<file path="config.mk">
export PLATFORM = sky130hd
export DESIGN_NAME = node_sequencer
export DESIGN_NICKNAME = d
export VERILOG_FILES = /design/src/rtl/node_sequencer.sv
export SDC_FILE = /design/constraint.sdc
export NUM_CORES = 1
export LEC_CHECK = 0
export BUFFER_PORTS_ARGS = -buffer_cell sky130_fd_sc_hd__buf_4
export CAP_MARGIN = 15
export CORE_UTILIZATION = 45
export CTS_CLUSTER_SIZE = 16
export DETAILED_ROUTE_END_ITERATION = 8
export HOLD_SLACK_MARGIN = 0.06
export PLACE_DENSITY_LB_ADDON = 0.08
export SLEW_MARGIN = 30
export SYNTH_ARGS = -nofsm -noshare
export SYNTH_HDL_FRONTEND = slang
export SYNTH_SLANG_ARGS = --single-unit
</file>
<file path="constraint.sdc">
create_clock -name clk -period 4.77 [get_ports clk]
set_clock_uncertainty 0.05 [all_clocks]
set_input_delay 0.7155 -clock clk [delete_from_list [all_inputs] [get_ports clk]]
set_output_delay 0.7155 -clock clk [all_outputs]
set_load 0.01 [all_outputs]
</file>
<file path="src/rtl/node_sequencer.sv">
// Replica-exchange node sequencer: staggers PHASE_NUM optimisation phases over a
// ring of BASE_NUM bases, with base-ID pipelines, a Taylor reciprocal stream, abort and drain.
module node_sequencer #(
  parameter int BASE_NUM   = 8,
  parameter int PHASE_NUM  = 2,
  parameter int STAGGER    = 4,
  parameter int CYCLE_LEN  = 20,
  parameter int PIPE_DEPTH = 5,
  parameter int EXP_TERMS  = 15,
  parameter int RECIP_FRAC = 15,
  parameter int CNT_W      = 24,
  localparam int BASE_LOG  = $clog2(BASE_NUM),
  localparam int RECIP_W   = RECIP_FRAC + 2
) (
  input  logic                          clk,
  input  logic                          reset,
  input  logic                          run_write,
  input  logic [CNT_W-1:0]              run_times,
  input  logic                          abort,
  input  logic                          change_base_id,
  output logic                          running,
  output logic                          done,
  output logic [PHASE_NUM-1:0]          phase_en,
  output logic                          opt_run,
  output logic                          opt_fin,
  output logic [PHASE_NUM*BASE_LOG-1:0] rn_base_id,
  output logic [PHASE_NUM*BASE_LOG-1:0] dd_base_id,
  output logic [PHASE_NUM*BASE_LOG-1:0] ex_base_id,
  output logic                          exp_init,
  output logic                          exp_run,
  output logic                          exp_fin,
  output logic [RECIP_W-1:0]            exp_recip,
  output logic [1:0]                    state_dbg
);

  // Control contract: run_write, abort and change_base_id are single-cycle level
  // requests sampled every clock; there is no back-pressure. abort wins over
  // run_write, and run_write / change_base_id are only honoured in IDLE.

  localparam int CYC_W = (CYCLE_LEN > 1) ? $clog2(CYCLE_LEN) : 1;
  localparam int K_W   = $clog2(EXP_TERMS + 1);
  localparam int ROM_N = 1 << K_W;
  localparam int DR_W  = (PIPE_DEPTH > 2) ? $clog2(PIPE_DEPTH - 1) : 1;
  localparam int unsigned RECIP_ONE = 32'd1 << RECIP_FRAC;

  typedef enum logic [1:0] {
    S_IDLE  = 2'd0,
    S_RUN   = 2'd1,
    S_DRAIN = 2'd2
  } state_t;

  state_t state, state_next;

  logic [CYC_W-1:0]     cyc;
  logic [DR_W-1:0]      drain_cnt;
  logic [CNT_W-1:0]     run_times_q;
  logic [BASE_LOG-1:0]  base [PHASE_NUM];
  logic [CNT_W-1:0]     sw   [PHASE_NUM];
  logic [PHASE_NUM-1:0] en_next;
  logic [PHASE_NUM-1:0] started;
  logic [BASE_LOG-1:0]  hist [PHASE_NUM][1:PIPE_DEPTH-1];
  logic [BASE_LOG-1:0]  dd_q [PHASE_NUM];
  logic [BASE_LOG-1:0]  ex_q [PHASE_NUM];
  logic [K_W-1:0]       k;
  logic [RECIP_W-1:0]   recip_rom [ROM_N];

  logic in_idle, in_run, in_drain;
  logic period_start, period_end;
  logic start_req, zero_req, change_ok, drain_end;

  function automatic logic [BASE_LOG-1:0] base_inc(input logic [BASE_LOG-1:0] b);
    return (b == BASE_LOG'(BASE_NUM - 1)) ? '0 : b + BASE_LOG'(1);
  endfunction

  // Reciprocal table 2^RECIP_FRAC / j, fixed at elaboration; entry 0 and unused tail are 0.
  for (genvar j = 0; j < ROM_N; j++) begin : g_rom
    localparam int unsigned DIV = (j == 0) ? 1 : j;
    localparam int unsigned VAL = (j == 0 || j > EXP_TERMS) ? 0 : RECIP_ONE / DIV;
    assign recip_rom[j] = RECIP_W'(VAL);
  end

  assign in_idle      = (state == S_IDLE);
  assign in_run       = (state == S_RUN);
  assign in_drain     = (state == S_DRAIN);
  assign running      = !in_idle;
  assign period_start = running && (cyc == '0);
  assign period_end   = running && (cyc == CYC_W'(CYCLE_LEN - 1));
  assign opt_run      = period_start;
  assign opt_fin      = period_end;
  assign exp_init     = period_start;
  assign exp_fin      = running && (cyc == CYC_W'(CYCLE_LEN - 2));
  assign state_dbg    = state;

  assign start_req = in_idle && run_write && !abort && (run_times != '0);
  assign zero_req  = in_idle && run_write && !abort && (run_times == '0);
  assign change_ok = in_idle && change_base_id && !abort && !start_req;
  assign drain_end = in_drain && period_end && (drain_cnt == DR_W'(PIPE_DEPTH - 2));

  // Enables as they will be after this period end: finished sweeps drop out,
  // the next phase joins once its predecessor reaches the stagger point.
  always_comb begin
    en_next = phase_en;
    for (int p = 0; p < PHASE_NUM; p++) begin
      if (phase_en[p] && base[p] == BASE_LOG'(BASE_NUM - 1) &&
          (sw[p] + CNT_W'(1)) == run_times_q)
        en_next[p] = 1'b0;
    end
    for (int p = 1; p < PHASE_NUM; p++) begin
      if (phase_en[p-1] && base[p-1] == BASE_LOG'(STAGGER - 1) && !started[p])
        en_next[p] = 1'b1;
    end
  end

  always_ff @(posedge clk) begin
    if (reset) state <= S_IDLE;
    else       state <= state_next;
  end

  always_comb begin
    state_next = state;
    if (abort) begin
      state_next = S_IDLE;
    end else begin
      case (state)
        S_IDLE:  if (start_req) state_next = S_RUN;
        S_RUN:   if (period_end && en_next == '0) state_next = S_DRAIN;
        S_DRAIN: if (drain_end) state_next = S_IDLE;
        default: state_next = S_IDLE;
      endcase
    end
  end

  always_ff @(posedge clk) begin
    if (reset) begin
      cyc         <= '0;
      drain_cnt   <= '0;
      run_times_q <= '0;
      done        <= 1'b0;
    end else begin
      done <= !abort && (zero_req || drain_end);
      if (abort || in_idle || period_end) cyc <= '0;
      else                                cyc <= cyc + CYC_W'(1);
      if (start_req) run_times_q <= run_times;
      if (abort || !in_drain) drain_cnt <= '0;
      else if (period_end)    drain_cnt <= drain_cnt + DR_W'(1);
    end
  end

  always_ff @(posedge clk) begin
    if (reset) begin
      phase_en <= '0;
      started  <= '0;
      for (int p = 0; p < PHASE_NUM; p++) begin
        base[p] <= '0;
        sw[p]   <= '0;
      end
    end else if (abort) begin
      phase_en <= '0;
    end else if (start_req) begin
      phase_en <= PHASE_NUM'(1);
      started  <= PHASE_NUM'(1);
      for (int p = 0; p < PHASE_NUM; p++) sw[p] <= '0;
    end else if (change_ok) begin
      for (int p = 0; p < PHASE_NUM; p++) base[p] <= base_inc(base[p]);
    end else if (in_run && period_end) begin
      phase_en <= en_next;
      started  <= started | en_next;
      for (int p = 0; p < PHASE_NUM; p++) begin
        if (phase_en[p]) begin
          base[p] <= base_inc(base[p]);
          if (base[p] == BASE_LOG'(BASE_NUM - 1)) sw[p] <= sw[p] + CNT_W'(1);
        end
      end
    end
  end

  // Base-ID history feeding the distance and exchange stages.
  always_ff @(posedge clk) begin
    if (reset) begin
      for (int p = 0; p < PHASE_NUM; p++) begin
        for (int i = 1; i < PIPE_DEPTH; i++) hist[p][i] <= '0;
        dd_q[p] <= '0;
        ex_q[p] <= '0;
      end
    end else if (!abort) begin
      for (int p = 0; p < PHASE_NUM; p++) begin
        if (period_start) begin
          hist[p][1] <= base[p];
          for (int i = 2; i < PIPE_DEPTH; i++) hist[p][i] <= hist[p][i-1];
        end
        if (period_end) begin
          dd_q[p] <= hist[p][1];
          ex_q[p] <= hist[p][PIPE_DEPTH-1];
        end else if (in_idle) begin
          ex_q[p] <= change_ok ? base_inc(base[p]) : base[p];
        end
      end
    end
  end

  always_ff @(posedge clk) begin
    if (reset) begin
      k         <= '0;
      exp_run   <= 1'b0;
      exp_recip <= '0;
    end else if (abort) begin
      k       <= '0;
      exp_run <= 1'b0;
    end else if (period_start) begin
      exp_recip <= recip_rom[K_W'(EXP_TERMS)];
      exp_run   <= 1'b1;
      k         <= K_W'(EXP_TERMS - 1);
    end else if (k != '0) begin
      exp_recip <= recip_rom[k];
      exp_run   <= 1'b1;
      k         <= k - K_W'(1);
    end else begin
      exp_run <= 1'b0;
    end
  end

  for (genvar p = 0; p < PHASE_NUM; p++) begin : g_out
    assign rn_base_id[p*BASE_LOG +: BASE_LOG] = base[p];
    assign dd_base_id[p*BASE_LOG +: BASE_LOG] = dd_q[p];
    assign ex_base_id[p*BASE_LOG +: BASE_LOG] = ex_q[p];
  end

endmodule

</file>
# Yosys cells after proc, flatten, opt, wreduce, memory -nomap -nowiden

Memory sizes are Yosys's and may differ from the RTL's. A register that Yosys moved wholly into a read port is not among the register bits.
Cells that the tools add are included.

Memories kept: 6
Logic and storage cells: 209
Memory bits (writable): 90
Memory bits (read-only): 272
Register bits: 43

Memories:

| memory          | depth | width | read ports | clocked after memory_dff | wr ports | RTL line | source |
|---|---|---|---|---|---|---|---|
| (no name shown) | 16    | 17    | 1          | 1                        | 0        | 214      | `exp_recip <= recip_rom[k];` |
| sw              | 2     | 24    | 2          | 0                        | 2        | 58       | `logic [CNT_W-1:0] sw [PHASE_NUM];` |
| hist            | 2     | 12    | 2          | 0                        | 2        | 61       | `logic [BASE_LOG-1:0] hist [PHASE_NUM][1:PIPE_DEPTH-1];` |
| base            | 2     | 3     | 2          | 0                        | 2        | 57       | `logic [BASE_LOG-1:0] base [PHASE_NUM];` |
| dd_q            | 2     | 3     | 2          | 0                        | 2        | 62       | `logic [BASE_LOG-1:0] dd_q [PHASE_NUM];` |
| ex_q            | 2     | 3     | 2          | 0                        | 2        | 63       | `logic [BASE_LOG-1:0] ex_q [PHASE_NUM];` |

$add $sub $neg: 7
Reduce and logical (&&, ||, !) cells: 48
Equality and inequality tests: 14
Bitwise operators: 26
Muxes and demuxes: 97

Operator list:

| kind                  | number |
|---|---|
| $mux 24               | 4 |
| $mux 3                | 22 |
| $mux 1                | 62 |
| $add 24x1->24 const B | 2 |
| $eq 24x24->1          | 2 |
| $logic_not 24->1      | 1 |
| $reduce_bool 24->1    | 1 |
| $or 1x1->1            | 22 |
| $logic_and 1x1->1     | 21 |
| $mux 2                | 6 |
| $eq 5x5->1 const B    | 2 |
| $mux 4                | 2 |
| $add 3x1->3 const B   | 2 |
| $eq 3x3->1 const B    | 2 |
| $ne 2x1->1 const B    | 3 |
| $pmux 2 s3            | 1 |
| $reduce_and 2->1      | 3 |
| $reduce_and 3->1      | 2 |
| $reduce_or 2->1       | 3 |
| $reduce_or 3->1       | 2 |
| $add 5x1->5 const B   | 1 |
| $logic_not 1->1       | 5 |
| $logic_not 5->1       | 1 |
| $not 4->5             | 1 |
| 12 further kinds      | 19 |

# Logic depth before layout (Yosys ltp)

Depth after elaboration: 13
Depth in mapped cells: 11
Depth with buffers taken out: 11

# Least setup slack after synthesis

Ideal clock, no wire load.

Kind: input to register
Start point: input port run_times[18]
End point: memory sw[0][0] (enable)
Cell stages on the path: 6
Path buffers: 1
Arrival: 3.723 ns
Slack: 0.558 ns
Cell sequence: nor4_1 nand4_1 o211ai_1 clkbuf_1 nand4_1 o21ai_0

RTL lines:

| what               | RTL line | source |
|---|---|---|
| start: declaration | 18       | `input logic [CNT_W-1:0] run_times,` |
| end: declaration   | 58       |  |

==> flow_results.org <==
** Outcome
- The run finished with clean final reports.

** Cells and area
- Summing all multi-input logic gate instances after layout gives 0.003984 mm2.
- Counting the fill cells in the layout gives 1645.
- The repair_antennas step left the layout with diodes totalling 0.
- Layout overhead on the synthesized area :: 16.41%
- Commonest non-fill, non-tap cell in the layout :: sky130_fd_sc_hd__nor2_1
- Share of layout cells above drive strength 1 :: 15.13%
- After the last flow step, the layout net total stands at 934.
- In the layout the commonest cells are sky130_fd_sc_hd__nor2_1, sky130_fd_sc_hd__edfxtp_1, sky130_fd_sc_hd__buf_4, sky130_fd_sc_hd__nand2_1, sky130_fd_sc_hd__dfxtp_1.
- Across the whole layout, storage elements account for 0.003864 mm2.

** Logic synthesis
- Mapped Nets :: 873
- Sequential elements use 47.72% of the synthesized area.
- Flip-flop and latch count after synthesis :: 148
- After synthesis, the mean cell area works out to 9.814 um2.
- Proportion of synthesized flip-flops having asynchronous set or reset :: 0%
- Yosys cell types :: 69
- Warnings from Yosys :: 0
- After synthesis the cells add up to 0.008097 mm2.
- Among all flip-flop cells after synthesis, the most frequent one is sky130_fd_sc_hd__edfxtp_1.
- Synthesized instance count :: 825
- Number of synthesized flops with an enable pin :: 90

** Clock tree
- Clock tree from TritonCTS :: built
- Counting the buffers created by CTS gives 17.
- # H-tree levels :: 4
- Clk_lat worst skew :: 0.43 ns
- Clock-pin slew was measured on the worst setup and hold paths at 0.07 ns.
- Post-CTS setup buffer count :: 0
- Root Driver :: sky130_fd_sc_hd__clkbuf_16
- Hold-fix buffer count after cts :: 0
- Once the clock tree was built, the resizer swapped 0 gates to a different size.
- Number of clock sinks :: 148
- Number of buffers between clock root and the deepest sink :: 2

** Critical path
- R2R Setup Slk :: 1.25 ns
- Largest stage delay on the critical path :: 0.59 ns
- CP startpoint kind :: register
- Setup crit end kind :: register
- Critical path destination :: state_dbg[0]
- CP arrival :: 3.77 ns
- At the worst endpoint, the required time is 5.02 ns.
- Along the worst path, the maximum fanout reaches 6.
- Kind of critical path :: register to register
- Measured in cells, the most critical reg-to-reg path has a length of 10.
- In this run the critical register-to-register path is captured at state_dbg[0].
- Startpoint of the worst register-to-register path :: base[0][0]
- The most critical setup path has its startpoint at base[0][0].
- Standard cell with the maximum stage delay on the critical path :: sky130_fd_sc_hd__or4_1
- Chain of cells forming the critical path :: ha_1 -> ha_1 -> nand2_1 -> a2111oi_0 -> nand3_1 -> or4_1 -> or4_1 -> o31ai_4 -> a31o_1 -> o21ai_1

** Timing
- Summed over all failing endpoints, the final setup total negative slack is 0 ns.
- Relative slew slack :: 41.14%
- Final Max Slew Viols :: 0
- Shortest period the worst path allows :: 3.521 ns
- Once routing completed, OpenROAD measured the worst setup slack at 1.249 ns.
- For the pin with the worst max-slew slack, the measured transition is 0.8811 ns.
- Fmax :: 284.0 MHz
- Setup violations remaining at the end of the flow were counted as 0.
- Setup repair after global routing left no endpoint under its margin.
- Dividing the final minimum period by the clock period gives 73.82%.
- The final count of hold timing violations was 0.

** Detailed routing
- Using the TritonRoute via totals, the vias-per-cell ratio works out to 5.723.
- Number of nets with antenna violations after detailed routing :: 0
- Overall via count from detail_route :: 6433
- After detailed routing, the total wire length is 21.01 mm.
- In the final routed layout, each cell accounts on average for 18.69 um.
- The first routing iteration left 539 violations.
- For this run, design rule violations remaining after detail routing come to 0.
- For this run, the detailed router's first-pass iteration total came to 5.

** Place
- Detailed placement finished with a half-perimeter wire length of 15.46 mm.
- Final weighted congestion in routability-driven placement :: 0.8770
- Prior to clock tree synthesis, the placed netlist has a worst setup slack of 1.187 ns.
- During placement, the flow inserted port buffers numbering 73.

** Pwr
- In this run, the combinational gates consume 12.0% of the power.
- Highest ir drop seen on vdd :: 0.2644 mV
- Proportion of total power due to net switching :: 27.54%
- Clock group share of total power :: 41.1%
- Summed over all nets, the switching power comes to 0.0008938 W.
- Internal power component :: 0.002352 W
- Cell area power density :: 344.3 mW/mm2
- For this design the static power due to leakage is 3.603 nW.
- In this run, flip-flops and latches consume 47.0% of the power.

** Global route
- The total overflow left after global routing is 0.
- Initial antenna violation count :: 0
- First-pass GRT wire length :: 33.23 mm
- The number of global-route vias before repair was 6157.
- Pin count of the biggest net entering global routing :: 53
- All-layer global routing usage :: 23.80%

** Floorplan
- Top-Level Pins :: 75
- For this configuration, the core starts out at a cell density of 46.49%.
- After floorplanning, the core was divided into 48 placement rows.
- The core region is 0.01742 mm2.
- From left edge to right edge, the die measures 136.1 um.
- The die covers 0.01853 mm2.
- Vert. Die Dim :: 136.1 um

** Worst hold path
- Classification of the worst-slack hold path :: register to register
- Hold path startpoint :: exp_recip[2]

** Job
- Maximum capacitance violations :: 0
-- critical path: cells and delay by family (launching register included) --
family | cells | cell delay (ns)
AO/OA/AOI/OAI | 4 | 0.96
adder cells (fa/ha/maj) | 2 | 0.46
flip-flops | 1 | 0.46
AND/OR/NAND/NOR | 4 | 1.46
-- how the worst min path moves through the flow --
stage | cells after the start | endpoint | slack (ns)
floorplan | 1 | cyc[0] | 0.38
global placement | 2 | exp_recip[5] | 0.40
detailed placement | 2 | exp_recip[2] | 0.40
CTS | 2 | exp_recip[2] | 0.41
global route | 2 | exp_recip[2] | 0.44
finish | 2 | exp_recip[2] | 0.41
-- kinds of logic (layout without fill, tap and decap cells) --
group           Yosys count  in the layout  share of synthesized area (%)
xor+xnor                 86             86                          9.921
buf+inv                  65            139                          3.261
compound gates          103            103                          9.118
other cells               1              1                        0.04632
fa+ha+maj                19             19                          2.936
mux                      28             28                          3.477
simple gates            375            375                          23.52
flops                   148            148                          47.72
-- state kept, by name, summed over array words and instances, names as in the netlist --
signal and flops:
state_dbg 2, k 4, hist 24, base 6
exp_run 1, cyc 5, done 1, ex_q 6
run_times_q 24, dd_q 6, phase_en 2, started 1
sw 48, exp_recip 16, drain_cnt 2
-- stage by stage --
stage / total power, W / utilization, % / hold slack, ns / cells / area [um2]
after floorplan: 0.001783 / - / 0.3797 / 825 / 8097
after global placement: 0.001929 / 50.70 / 0.3966 / 1092 / 8831
after detailed placement: 0.001937 / 50.73 / 0.3990 / 1092 / 8835
after CTS: 0.003269 / 54.12 / 0.4136 / 1124 / 9425
after global routing: 0.003368 / 54.12 / 0.4374 / 1124 / 9425
final: 0.003246 / 54.12 / 0.4093 / 1124 / 9425
-- metal layers --
metal | vias up | wire length (um) | GRT usage [%]
met5 | - | 0 | 0
met4 | 0 | 437 | 9.259
met3 | 35 | 1210 | 4.586
met2 | 181 | 9405 | 35.53
met1 | 3119 | 9957 | 33.83
li1 | 3098 | - | -
-- Yosys cell counts (7+ instances only) --
library cell / count / area (um2)
sky130_fd_sc_hd__a211oi_1: 9 / 67.56
sky130_fd_sc_hd__a21oi_1: 21 / 105.1
sky130_fd_sc_hd__and2_1: 25 / 156.4
sky130_fd_sc_hd__and3_1: 17 / 106.4
sky130_fd_sc_hd__buf_2: 7 / 35.03
sky130_fd_sc_hd__clkbuf_1: 24 / 90.09
sky130_fd_sc_hd__dfxtp_1: 58 / 1161
sky130_fd_sc_hd__edfxtp_1: 90 / 2703
sky130_fd_sc_hd__ha_1: 19 / 237.7
sky130_fd_sc_hd__inv_1: 25 / 93.84
sky130_fd_sc_hd__mux2i_1: 27 / 270.3
sky130_fd_sc_hd__nand2_1: 60 / 225.2
sky130_fd_sc_hd__nand3_1: 34 / 170.2
sky130_fd_sc_hd__nand3b_1: 7 / 52.55
sky130_fd_sc_hd__nand4_1: 19 / 118.9
sky130_fd_sc_hd__nor2_1: 122 / 457.9
sky130_fd_sc_hd__nor2b_1: 14 / 87.58
sky130_fd_sc_hd__nor3_1: 24 / 120.1
sky130_fd_sc_hd__nor4_1: 13 / 81.33
sky130_fd_sc_hd__o211ai_1: 7 / 52.55
sky130_fd_sc_hd__o21ai_0: 12 / 60.06
sky130_fd_sc_hd__or4_1: 9 / 67.56
sky130_fd_sc_hd__xnor2_1: 49 / 429.2
sky130_fd_sc_hd__xor2_1: 33 / 289.0
-- layout make-up --
type	instances	area share (%)
multi-input combinational	612	42.27
sequential	148	40.99
timing repair buffer	81	6.452
clock buffer	20	5.084
tap	225	2.987
clock inverter	12	1.181
inverter	26	1.035
-- power groups by stage --
stage                     clock [W]  combinational, W  sequential (W)
after floorplan                   0          0.000263         0.00152
after global placement            0          0.000381         0.00155
after detailed placement          0          0.000387         0.00155
after CTS                   0.00136          0.000389         0.00152
after global routing        0.00141          0.000423         0.00154
final                       0.00133          0.000388         0.00152
No activity file was read; power rests on OpenSTA's default activity.
